<file path="config.mk">
export PLATFORM = sky130hd
export DESIGN_NAME = block_sample_unpacker
export DESIGN_NICKNAME = d
export VERILOG_FILES = /design/src/rtl/block_sample_unpacker.sv
export SDC_FILE = /design/constraint.sdc
export NUM_CORES = 1
export LEC_CHECK = 0
export BUFFER_PORTS_ARGS = -buffer_cell sky130_fd_sc_hd__buf_2
export CORE_MARGIN = 3
export CORE_UTILIZATION = 57
export CTS_BUF_LIST = sky130_fd_sc_hd__clkbuf_8 sky130_fd_sc_hd__clkbuf_16
export CTS_CLUSTER_DIAMETER = 60
export DETAILED_ROUTE_END_ITERATION = 10
export PLACE_DENSITY = 0.8
export SYNTH_ARGS = -nofsm -noshare
export SYNTH_HDL_FRONTEND = slang
export SYNTH_SLANG_ARGS = --single-unit
</file>
<file path="constraint.sdc">
create_clock -name clk_in -period 9.4 [get_ports clk_in]
set_input_delay 0.47 -clock clk_in [delete_from_list [all_inputs] [get_ports clk_in]]
set_output_delay 0.47 -clock clk_in [all_outputs]
set_load 0.01 [all_outputs]
</file>
<file path="src/rtl/block_sample_unpacker.sv">
// Buffers whole deciphered blocks and plays them out one signed word per sample tick.
// Underruns are filled with SILENCE or with the last word played, selected by hold_mode_in.
module block_sample_unpacker #(
  parameter int                WORD_W  = 8,
  parameter int                N_WORDS = 16,
  parameter int                DEPTH   = 2,
  parameter logic [WORD_W-1:0] SILENCE = '0
) (
  input  logic                         clk_in,
  input  logic                         rst_in,
  input  logic                         block_valid_in,
  input  logic [N_WORDS*WORD_W-1:0]    block_in,
  output logic                         block_ready_out,
  input  logic                         tick_in,
  input  logic                         hold_mode_in,
  output logic [WORD_W-1:0]            word_out,
  output logic                         word_valid_out,
  output logic                         overflow_out,
  output logic                         underrun_out,
  output logic [$clog2(DEPTH+1)-1:0]   level_out
);

  localparam int BLK_W = N_WORDS * WORD_W;
  localparam int PTR_W = (DEPTH > 1) ? $clog2(DEPTH) : 1;
  localparam int IDX_W = (N_WORDS > 1) ? $clog2(N_WORDS) : 1;
  localparam int LVL_W = $clog2(DEPTH + 1);

  typedef enum logic {EMPTY, PLAY} state_t;

  state_t state;

  logic [BLK_W-1:0]  store_mem [DEPTH];
  logic [WORD_W-1:0] rd_words  [N_WORDS];

  logic [LVL_W-1:0]  occ_reg, occ_next;
  logic [PTR_W-1:0]  wr_ptr_reg, wr_ptr_next;
  logic [PTR_W-1:0]  rd_ptr_reg, rd_ptr_next;
  logic [IDX_W-1:0]  idx_reg, idx_next;
  logic [WORD_W-1:0] word_reg, word_next;
  logic              valid_reg, valid_next;
  logic              overflow_reg, overflow_next;
  logic              underrun_reg, underrun_next;
  logic              push, pop;

  function automatic logic [PTR_W-1:0] ptr_inc(input logic [PTR_W-1:0] p);
    return (p == PTR_W'(DEPTH - 1)) ? '0 : p + 1'b1;
  endfunction

  // Room is judged from occupancy at the start of the cycle; a same-cycle pop does not free a slot.
  assign block_ready_out = (occ_reg < LVL_W'(DEPTH));
  assign push            = block_valid_in && block_ready_out;

  always_comb state = (occ_reg == '0) ? EMPTY : PLAY;

  genvar gi;
  generate
    for (gi = 0; gi < N_WORDS; gi++) begin : g_word_view
      assign rd_words[gi] = store_mem[rd_ptr_reg][gi*WORD_W +: WORD_W];
    end
  endgenerate

  always_comb begin
    rd_ptr_next   = rd_ptr_reg;
    idx_next      = idx_reg;
    word_next     = word_reg;
    valid_next    = tick_in;
    underrun_next = 1'b0;
    overflow_next = block_valid_in && !block_ready_out;
    pop           = 1'b0;

    case (state)
      EMPTY: begin
        // A block pushed this cycle is not yet visible, so this tick still underruns.
        if (tick_in) begin
          underrun_next = 1'b1;
          word_next     = hold_mode_in ? word_reg : SILENCE;
        end
      end
      PLAY: begin
        if (tick_in) begin
          word_next = rd_words[idx_reg];
          if (idx_reg == IDX_W'(N_WORDS - 1)) begin
            idx_next    = '0;
            rd_ptr_next = ptr_inc(rd_ptr_reg);
            pop         = 1'b1;
          end else begin
            idx_next = idx_reg + 1'b1;
          end
        end
      end
      default: ;
    endcase

    wr_ptr_next = push ? ptr_inc(wr_ptr_reg) : wr_ptr_reg;

    case ({push, pop})
      2'b10:   occ_next = occ_reg + 1'b1;
      2'b01:   occ_next = occ_reg - 1'b1;
      default: occ_next = occ_reg;
    endcase
  end

  always_ff @(posedge clk_in or posedge rst_in) begin
    if (rst_in) begin
      occ_reg      <= '0;
      wr_ptr_reg   <= '0;
      rd_ptr_reg   <= '0;
      idx_reg      <= '0;
      word_reg     <= SILENCE;
      valid_reg    <= 1'b0;
      overflow_reg <= 1'b0;
      underrun_reg <= 1'b0;
    end else begin
      occ_reg      <= occ_next;
      wr_ptr_reg   <= wr_ptr_next;
      rd_ptr_reg   <= rd_ptr_next;
      idx_reg      <= idx_next;
      word_reg     <= word_next;
      valid_reg    <= valid_next;
      overflow_reg <= overflow_next;
      underrun_reg <= underrun_next;
    end
  end

  // Block store carries no reset: stale contents are unreachable once the pointers clear.
  always_ff @(posedge clk_in) begin
    if (push) begin
      store_mem[wr_ptr_reg] <= block_in;
    end
  end

  assign word_out       = word_reg;
  assign word_valid_out = valid_reg;
  assign overflow_out   = overflow_reg;
  assign underrun_out   = underrun_reg;
  assign level_out      = occ_reg;

endmodule

</file>
==> results of run 1 <==
## metrics by stage
step,hold WS (ns),cells,setup WS (ns)
floorplan,0.421,542,2.73
global route,0.119,942,5.69
CTS,0.0916,941,5.88
global placement,0.501,894,6.00
finish,0.0750,942,5.92
detailed placement,0.519,894,5.90
## layout by cell type, fill, tap and decap left out, drive strengths merged, types with 9 or more instances in the layout
cell / synthesis / layout
and2: 9 / 9
buf: 20 / 151
clkbuf: 8 / 27
clkinv: 1 / 16
dfrtp: 19 / 19
edfxtp: 256 / 256
mux2: 9 / 9
mux2i: 64 / 64
mux4: 32 / 32
nor2: 21 / 21
o21ai: 18 / 18
## power breakdown
part	switching [W]	internal, W
logic	0.000538	0.000406
registers	0.000144	0.00160
clock network	0.000430	0.000602
## layout make-up
type	count	area, sq um
sequential	275	8170
fill	1145	5830
multi-input combinational	234	2350
timing repair buffer	151	768
clock buffer	27	676
tap	229	287
clock inverter	20	170
inverter	5	18.8
antenna	1	2.50
## cells by family after synthesis
family	Yosys count	share of synthesized area, %
flops	275	75.7
fa+ha+maj	2	0.232
mux	105	13.9
xor+xnor	7	0.569
simple gates	52	2.53
buf+inv	33	2.54
compound gates	68	4.50
## critical path, stage by stage, from the launching register on
cell	delay (ns)
sky130_fd_sc_hd__dfrtp_4	0.87
sky130_fd_sc_hd__buf_4	0.90
sky130_fd_sc_hd__mux4_1	0.65
sky130_fd_sc_hd__mux2_2	0.28
sky130_fd_sc_hd__a2111oi_1	0.46
sky130_fd_sc_hd__a211oi_1	0.08
## routing by layer
metal / routed length (microns) / track usage [%] / up-vias
met5: 0 / 0 / -
met4: 689 / 7.98 / 0
met2: 10700 / 33.1 / 276
li1: - / - / 2530
met3: 1970 / 5.56 / 42
met1: 9150 / 30.4 / 2883
## final timing paths
check                             start               end  slack (ns)  cells after the start
min                              rst_in      overflow_out        0.07                      2
max                          rd_ptr_reg       word_out[1]        5.92                      5
min in group clk_in        block_in[71]  store_mem[0][71]        0.13                      1
max reg2reg                  rd_ptr_reg       word_out[1]        5.92                      5
max in group asynchronous        rst_in        rd_ptr_reg        8.76                      2
min reg2reg                level_out[1]      underrun_out        0.54                      1
## synthesized netlist by cell type (all sizes together)
master	instances	area share [%]
nor2	21	0.73
a211oi	8	0.56
and2b	1	0.081
mux2i	64	5.9
dfrtp	19	4.4
a21boi	8	0.56
buf	20	1.9
xnor2	6	0.49
clkinv	1	0.035
a21oi	1	0.046
mux2	9	0.94
edfxtp	256	71
mux4	32	7.0
nand3	1	0.046
nor4	8	0.46
and3	1	0.058
a2111oi	8	0.67
and2	9	0.52
o221ai	8	0.65
xor2	1	0.081
a221oi	8	0.65
or3b	2	0.16
nand3b	2	0.14
nor3b	1	0.070
inv	4	0.14
o21ai	18	0.84
nor2b	1	0.058
o22ai	8	0.46
ha	2	0.23
nand2	4	0.14
o21a	1	0.070
clkbuf	8	0.46
nand4	1	0.058
==> run_results.csv, run 1 <==
group,metric,value,unit
run_status,result_of_the_run,"complete, no violations",
sta,timing_max_transition_violations_final,0,
place,place.detailed.hpwl,14.8,mm
logic_synthesis,avgSynthCellArea,19.9,sq um
clock_network,htree_num_levels,1,
clock_network,cts_num_sinks,275,
routing,route.detailed.vias_per_inst,6.08,
layout,syn_to_final_growth,15.4,%
logic_synthesis,yosysWarningCount,0,
floorplanning,floorplan.core_area,0.0183,sq mm
clock_network,total_setup_buffers_inserted_after_cts,0,
sta,maxSlewHeadroom,30.3,%
floorplanning,rows,49,
sta,worstMarginPinSlew,1.05,ns
setup_path,critical_path_required,9.77,ns
place,dpl_cell_area,0.0116,sq mm
clock_network,ctsLongestPathBuffers,3,
logic_synthesis,synth.yosys.seq_area_share,75.7,%
clock_network,post_cts_resize_count,0,
layout,utilization,68.1,%
logic_synthesis,synth_net_count,677,
sta,timing.fmax,287,MHz
logic_synthesis,number_of_instances_in_the_synthesized_netlist,542,
sta,timing.clock.skew,0.0149,ns
setup_path,cp_data_arrival_time,3.85,ns
global_route,grt_max_degree,76,
routing,remaining_drc_errors,0,
logic_synthesis,post_synth_num_cell_types,42,
setup_path,timing.critical_path.from_type,"flip-flop",
routing,drtIter0Drc,647,
sta,timing.final.setup_violations,0,
power,power,0.00372,W
global_route,grt_first_pass_wirelength,33.3,mm
layout,post-route-cell-area,0.0124,sq mm
global_route,vias_in_the_first_global_route,5890,
logic_synthesis,number_of_register_bits_inferred_by_synthesis,275,
power,ir_worst_vdd,0.000161,V
floorplanning,chipWidth,144,microns
power,powerDensity,299,mW/mm^2
routing,postRouteWirelength,22.5,mm
setup_path,timing.critical_path.to_type,"flip-flop",
floorplanning,design.portCount,147,
clock_network,worstSkewPairLatency,0.53,ns
global_route,globalRoute.totalOverflow,0,
sta,grt_setup_unrepaired,"false",
floorplanning,die_height,144,microns
setup_path,critical_path.max_fanout,61,
routing,detail_route.first_pass.iterations,5,
min_path,min-delay-path-class,"primary input to async pin",
clock_network,clock_tree.root_cell,"sky130_fd_sc_hd__clkbuf_16",
clock_network,cts_tree,"done",
sta,post-route-min-period,3.48,ns
routing,route.detailed.wl_per_inst,23.9,microns
place,placement.io_buffers,146,
floorplanning,floorplan.initialDensity,59.0,%
routing,detail-route-antenna-nets,0,
power,power_leakage,4.42,nW
floorplanning,die-area,0.0206,sq mm
job,maxcap_violations,0,
logic_synthesis,synthesis.area,0.0108,sq mm
global_route,track_usage,21.5,%
setup_path,critical_setup_path_kind,"flip-flop to flip-flop",
clock_network,cts_hold_buffers,0,
place,routabilityCongestion,0.800,
layout,largest_reg_flops,256,
sta,timing.final.crit_share,37.0,%
layout,drive_gt1_share,31.9,%
layout,nets_finish,828,
clock_network,clk_pin_slew,0.07,ns
sta,setup_total_negative_slack,0,ns
clock_network,tritoncts.num_buffers,26,
routing,via_count,5731,
sta,hold_viol,0,
global_route,initial_antenna_violation_count,1,
Power figures use the tool's default switching activity.
==> run 2: changes to the inputs <==
ABC_AREA = 1   (was not set)
CORE_UTILIZATION = 58   (was 57)
PLACE_DENSITY = 0.81   (was 0.8)
clock period = 3.4 ns   (was 9.4 ns; I/O delays follow)
==> run 2 against run 1 <==
  * Critical path depth is 2 higher
  * Die area up 4.1%
  * Count of clock-buffer cells in the layout unchanged
  * Area after synthesis increased by 6.1%
  * Final cell count increased by 69%
  * Combinational power rose to 3.9 times the previous value
  * Global-route usage is 6.7 points higher
  * Setup slack worse by 4.9 ns
  * Sequential cell count stayed put
  * Clock power rose to 2.9 times the previous value
  * Sequential share of layout area shrank 9.4 points
  * Critical path type unchanged
  * Highest routed layer unchanged
==> run_results.csv, run 2 <==
group,metric,value,unit
run_status,result_of_the_run,"complete, no violations",
layout,num_antenna_cells,0,
routing,detail-route-antenna-nets,0,
floorplanning,floorplan.core_area,0.0190,sq mm
setup_path,timing.critical_path.to_type,"flip-flop",
setup_path,critical_path.slowest_cell,"sky130_fd_sc_hd__dfrtp_1",
power,power.switching_fraction,36.0,%
global_route,track_usage,28.2,%
floorplanning,floorplan.initialDensity,60.1,%
sta,worst_case_hold_slack,0.184,ns
place,routabilityCongestion,0.892,
setup_path,crit_chain,"ha_1, nand3_1, nor2_1, ha_1, a21oi_1, o21ai_0, xor2_1",
power,switching_power,0.00408,W
logic_synthesis,synth_common_cells,"357 x sky130_fd_sc_hd__nand2_1, 256 x sky130_fd_sc_hd__edfxtp_1, 155 x sky130_fd_sc_hd__nand3_1, 110 x sky130_fd_sc_hd__inv_1, 55 x sky130_fd_sc_hd__nor2_1",
setup_path,r2r_start,"idx_reg[1]",
clock_network,htree_num_levels,1,
logic_synthesis,yosysWarningCount,0,
power,p_int,0.00724,W
sta,hold_viol,0,
layout,drive_gt1_share,15.1,%
setup_path,worst_r2r_path_depth,7,
clock_network,post_cts_resize_count,0,
place,place.detailed.hpwl,16.9,mm
sta,grt_setup_unrepaired,"false",
sta,timing.final.setup_violations,0,
power,seqPwrFrac,41.5,%
logic_synthesis,yosysMostFrequentCell,"sky130_fd_sc_hd__nand2_1",
logic_synthesis,number_of_instances_in_the_synthesized_netlist,1046,
sta,setup_total_negative_slack,0,ns
global_route,initial_antenna_violation_count,0,
logic_synthesis,synth_flop_cell,"sky130_fd_sc_hd__edfxtp_1",
routing,via_count,8629,
layout,syn_to_final_growth,27.1,%
setup_path,critical_path_required,3.80,ns
logic_synthesis,largest_family_of_logic_cells_by_synthesized_area,"simple AND/OR/NAND/NOR gates",
logic_synthesis,post_synth_num_cell_types,21,
setup_path,critical_setup_path_kind,"flip-flop to flip-flop",
global_route,grt_first_pass_wirelength,47.3,mm
clock_network,clock_tree.root_cell,"sky130_fd_sc_hd__clkbuf_16",
layout,layout.cells.most_common,"sky130_fd_sc_hd__nand2_1",
routing,detail_route.first_pass.iterations,6,
global_route,grt_max_degree,138,
logic_synthesis,synth-compound-area-share,1.23,%
power,clock_network_power_share,26.2,%
setup_path,path_buf_inv,0,
floorplanning,design.portCount,147,
routing,route.detailed.wl_per_inst,19.0,microns
place,placement.io_buffers,146,
logic_synthesis,synth_enable_flop_cells,256,
sta,final.setup.worst_slack,1.05,ns
logic_synthesis,synthDominantCellAreaShare,67.2,%
setup_path,cpPeakStageDelay,0.85,ns
routing,route.detailed.vias_per_inst,5.43,
clock_network,cts_num_sinks,275,
floorplanning,chipWidth,146,microns
clock_network,cts_tree,"done",
floorplanning,die-area,0.0214,sq mm
clock_network,clk_pin_slew,0.06,ns
logic_synthesis,synth_net_count,1181,
sta,post-route-min-period,2.35,ns
sta,maxSlewHeadroom,43.9,%
logic_synthesis,synth_top_cells_by_area,"sky130_fd_sc_hd__edfxtp_1 67%, sky130_fd_sc_hd__nand2_1 12%, sky130_fd_sc_hd__nand3_1 6.8%, sky130_fd_sc_hd__dfrtp_1 4.2%, sky130_fd_sc_hd__inv_1 3.6%",
layout,utilization,76.4,%
min_path,min_path_cells,5,
setup_path,cp.depth,7,
power,ir_worst_vdd,0.000655,V
sta,timing.final.crit_share,69.2,%
clock_network,ctsLongestPathBuffers,3,
routing,postRouteWirelength,30.2,mm
sta,timing.clock.skew,0.0109,ns
job,maxcap_violations,0,
layout,fill_cells,1158,
power,power.combinational.fraction,32.3,%
routing,remaining_drc_errors,0,
sta,timing_max_transition_violations_final,0,
logic_synthesis,synth.yosys.seq_area_share,71.4,%
logic_synthesis,yosysTopAreaCell,"sky130_fd_sc_hd__edfxtp_1",
global_route,globalRoute.totalOverflow,0,
logic_synthesis,synthAdderAreaFrac,0.219,%
setup_path,critical_path.top_delay_family,"flip-flops",
setup_path,cp_data_arrival_time,2.76,ns
floorplanning,die_height,146,microns
setup_path,timing.critical_path.from_type,"flip-flop",
logic_synthesis,fraction_of_synthesized_cell_area_in_xor_and_xnor_cells,0.460,%
clock_network,tritoncts.num_buffers,27,
setup_path,critical_path.max_fanout,19,
layout,largest_reg_flops,256,
logic_synthesis,synthSimpleGateAreaFrac,20.5,%
setup_path,rrSetupSlack,1.05,ns
layout,nets_finish,1446,
logic_synthesis,synth_async_sr_flop_share,6.91,%
layout,most-common-layout-cells,"357 x sky130_fd_sc_hd__nand2_1, 256 x sky130_fd_sc_hd__edfxtp_1, 155 x sky130_fd_sc_hd__nand3_1",
power,powerDensity,779,mW/mm^2
sta,timing.fmax,425,MHz
place,pre_cts_setup_slack,1.09,ns
setup_path,timing.critical_path.from,"idx_reg[1]",
logic_synthesis,synthesis.area,0.0114,sq mm
min_path,min-delay-path-class,"primary input to flip-flop",
setup_path,path_common_cell,"sky130_fd_sc_hd__ha_1",
clock_network,worstSkewPairLatency,0.54,ns
min_path,min_from,"hold_mode_in",
logic_synthesis,number_of_register_bits_inferred_by_synthesis,275,
logic_synthesis,avgSynthCellArea,10.9,sq um
floorplanning,rows,50,
power,power_leakage,6.17,nW
routing,drtIter0Drc,1131,
sta,worstMarginPinSlew,0.842,ns
logic_synthesis,yosys-mux-area-fraction,0,%
global_route,vias_in_the_first_global_route,8782,
-- run 2: through the flow --
step / cells / area, sq um / power (W)
final: 1589 / 14500 / 0.0113
after detailed placement: 1411 / 12400 / 0.00819
after global routing: 1589 / 14500 / 0.0119
after CTS: 1589 / 14500 / 0.0112
after global placement: 1411 / 12400 / 0.00810
after floorplan: 1046 / 11400 / 0.00714
-- run 2: final cells by class --
type	instances	area, sq um	area share (%)
Tap cell	260	325	2.24
Clock buffer	27	676	4.65
Sequential cell	275	8170	56.2
Timing Repair Buffer	286	2160	14.9
Clock inverter	20	191	1.32
Multi-Input combinational cell	606	2580	17.7
Inverter	115	433	2.98
-- run 2: worst min-delay path: stages --
cell and delay [ns]:
sky130_fd_sc_hd__buf_2 0.10, sky130_fd_sc_hd__nor2_1 0.11, sky130_fd_sc_hd__nor2_1 0.16, sky130_fd_sc_hd__nand2_1 0.10, sky130_fd_sc_hd__nand2_1 0.05
-- run 2: logic make-up (layout without fill, tap and decap cells) --
group                    Yosys count  count (layout)
AND/OR/NAND/NOR                  570             570
adder cells (fa/ha/maj)            2               2
flip-flops                       275             275
XOR/XNOR                           6               6
buffers and inverters            165             448
AO/OA/AOI/OAI                     28              28
-- run 2: power groups by stage --
stage	combinational, W	sequential [W]	clock, W
after floorplan	0.00244	0.00470	0
after global placement	0.00338	0.00472	0
after detailed placement	0.00344	0.00475	0
after CTS	0.00360	0.00468	0.00295
after global routing	0.00404	0.00474	0.00311
final	0.00366	0.00470	0.00297
-- run 2: final timing paths --
| path | end |
|---|---|
| max | level_out[1] |
| min | word_out[0] |
| max reg2reg | level_out[1] |
| min reg2reg | word_out[1] |
| max in group asynchronous | rd_ptr_reg |
| min in group asynchronous | word_out[3] |
-- run 2: timing repair --
item	4_1_cts	5_1_grt
endpoints found under the hold margin	278	0
hold buffers	131	0
buffers inserted	0	0
-- run 2: layer usage --
metal,vias up,global-route usage [%],wire (microns)
met3,82,5.93,2900
li1,3978,-,-
met1,4072,36.5,10900
met5,-,0,0
met2,497,48.5,15300
met4,0,8.80,1050
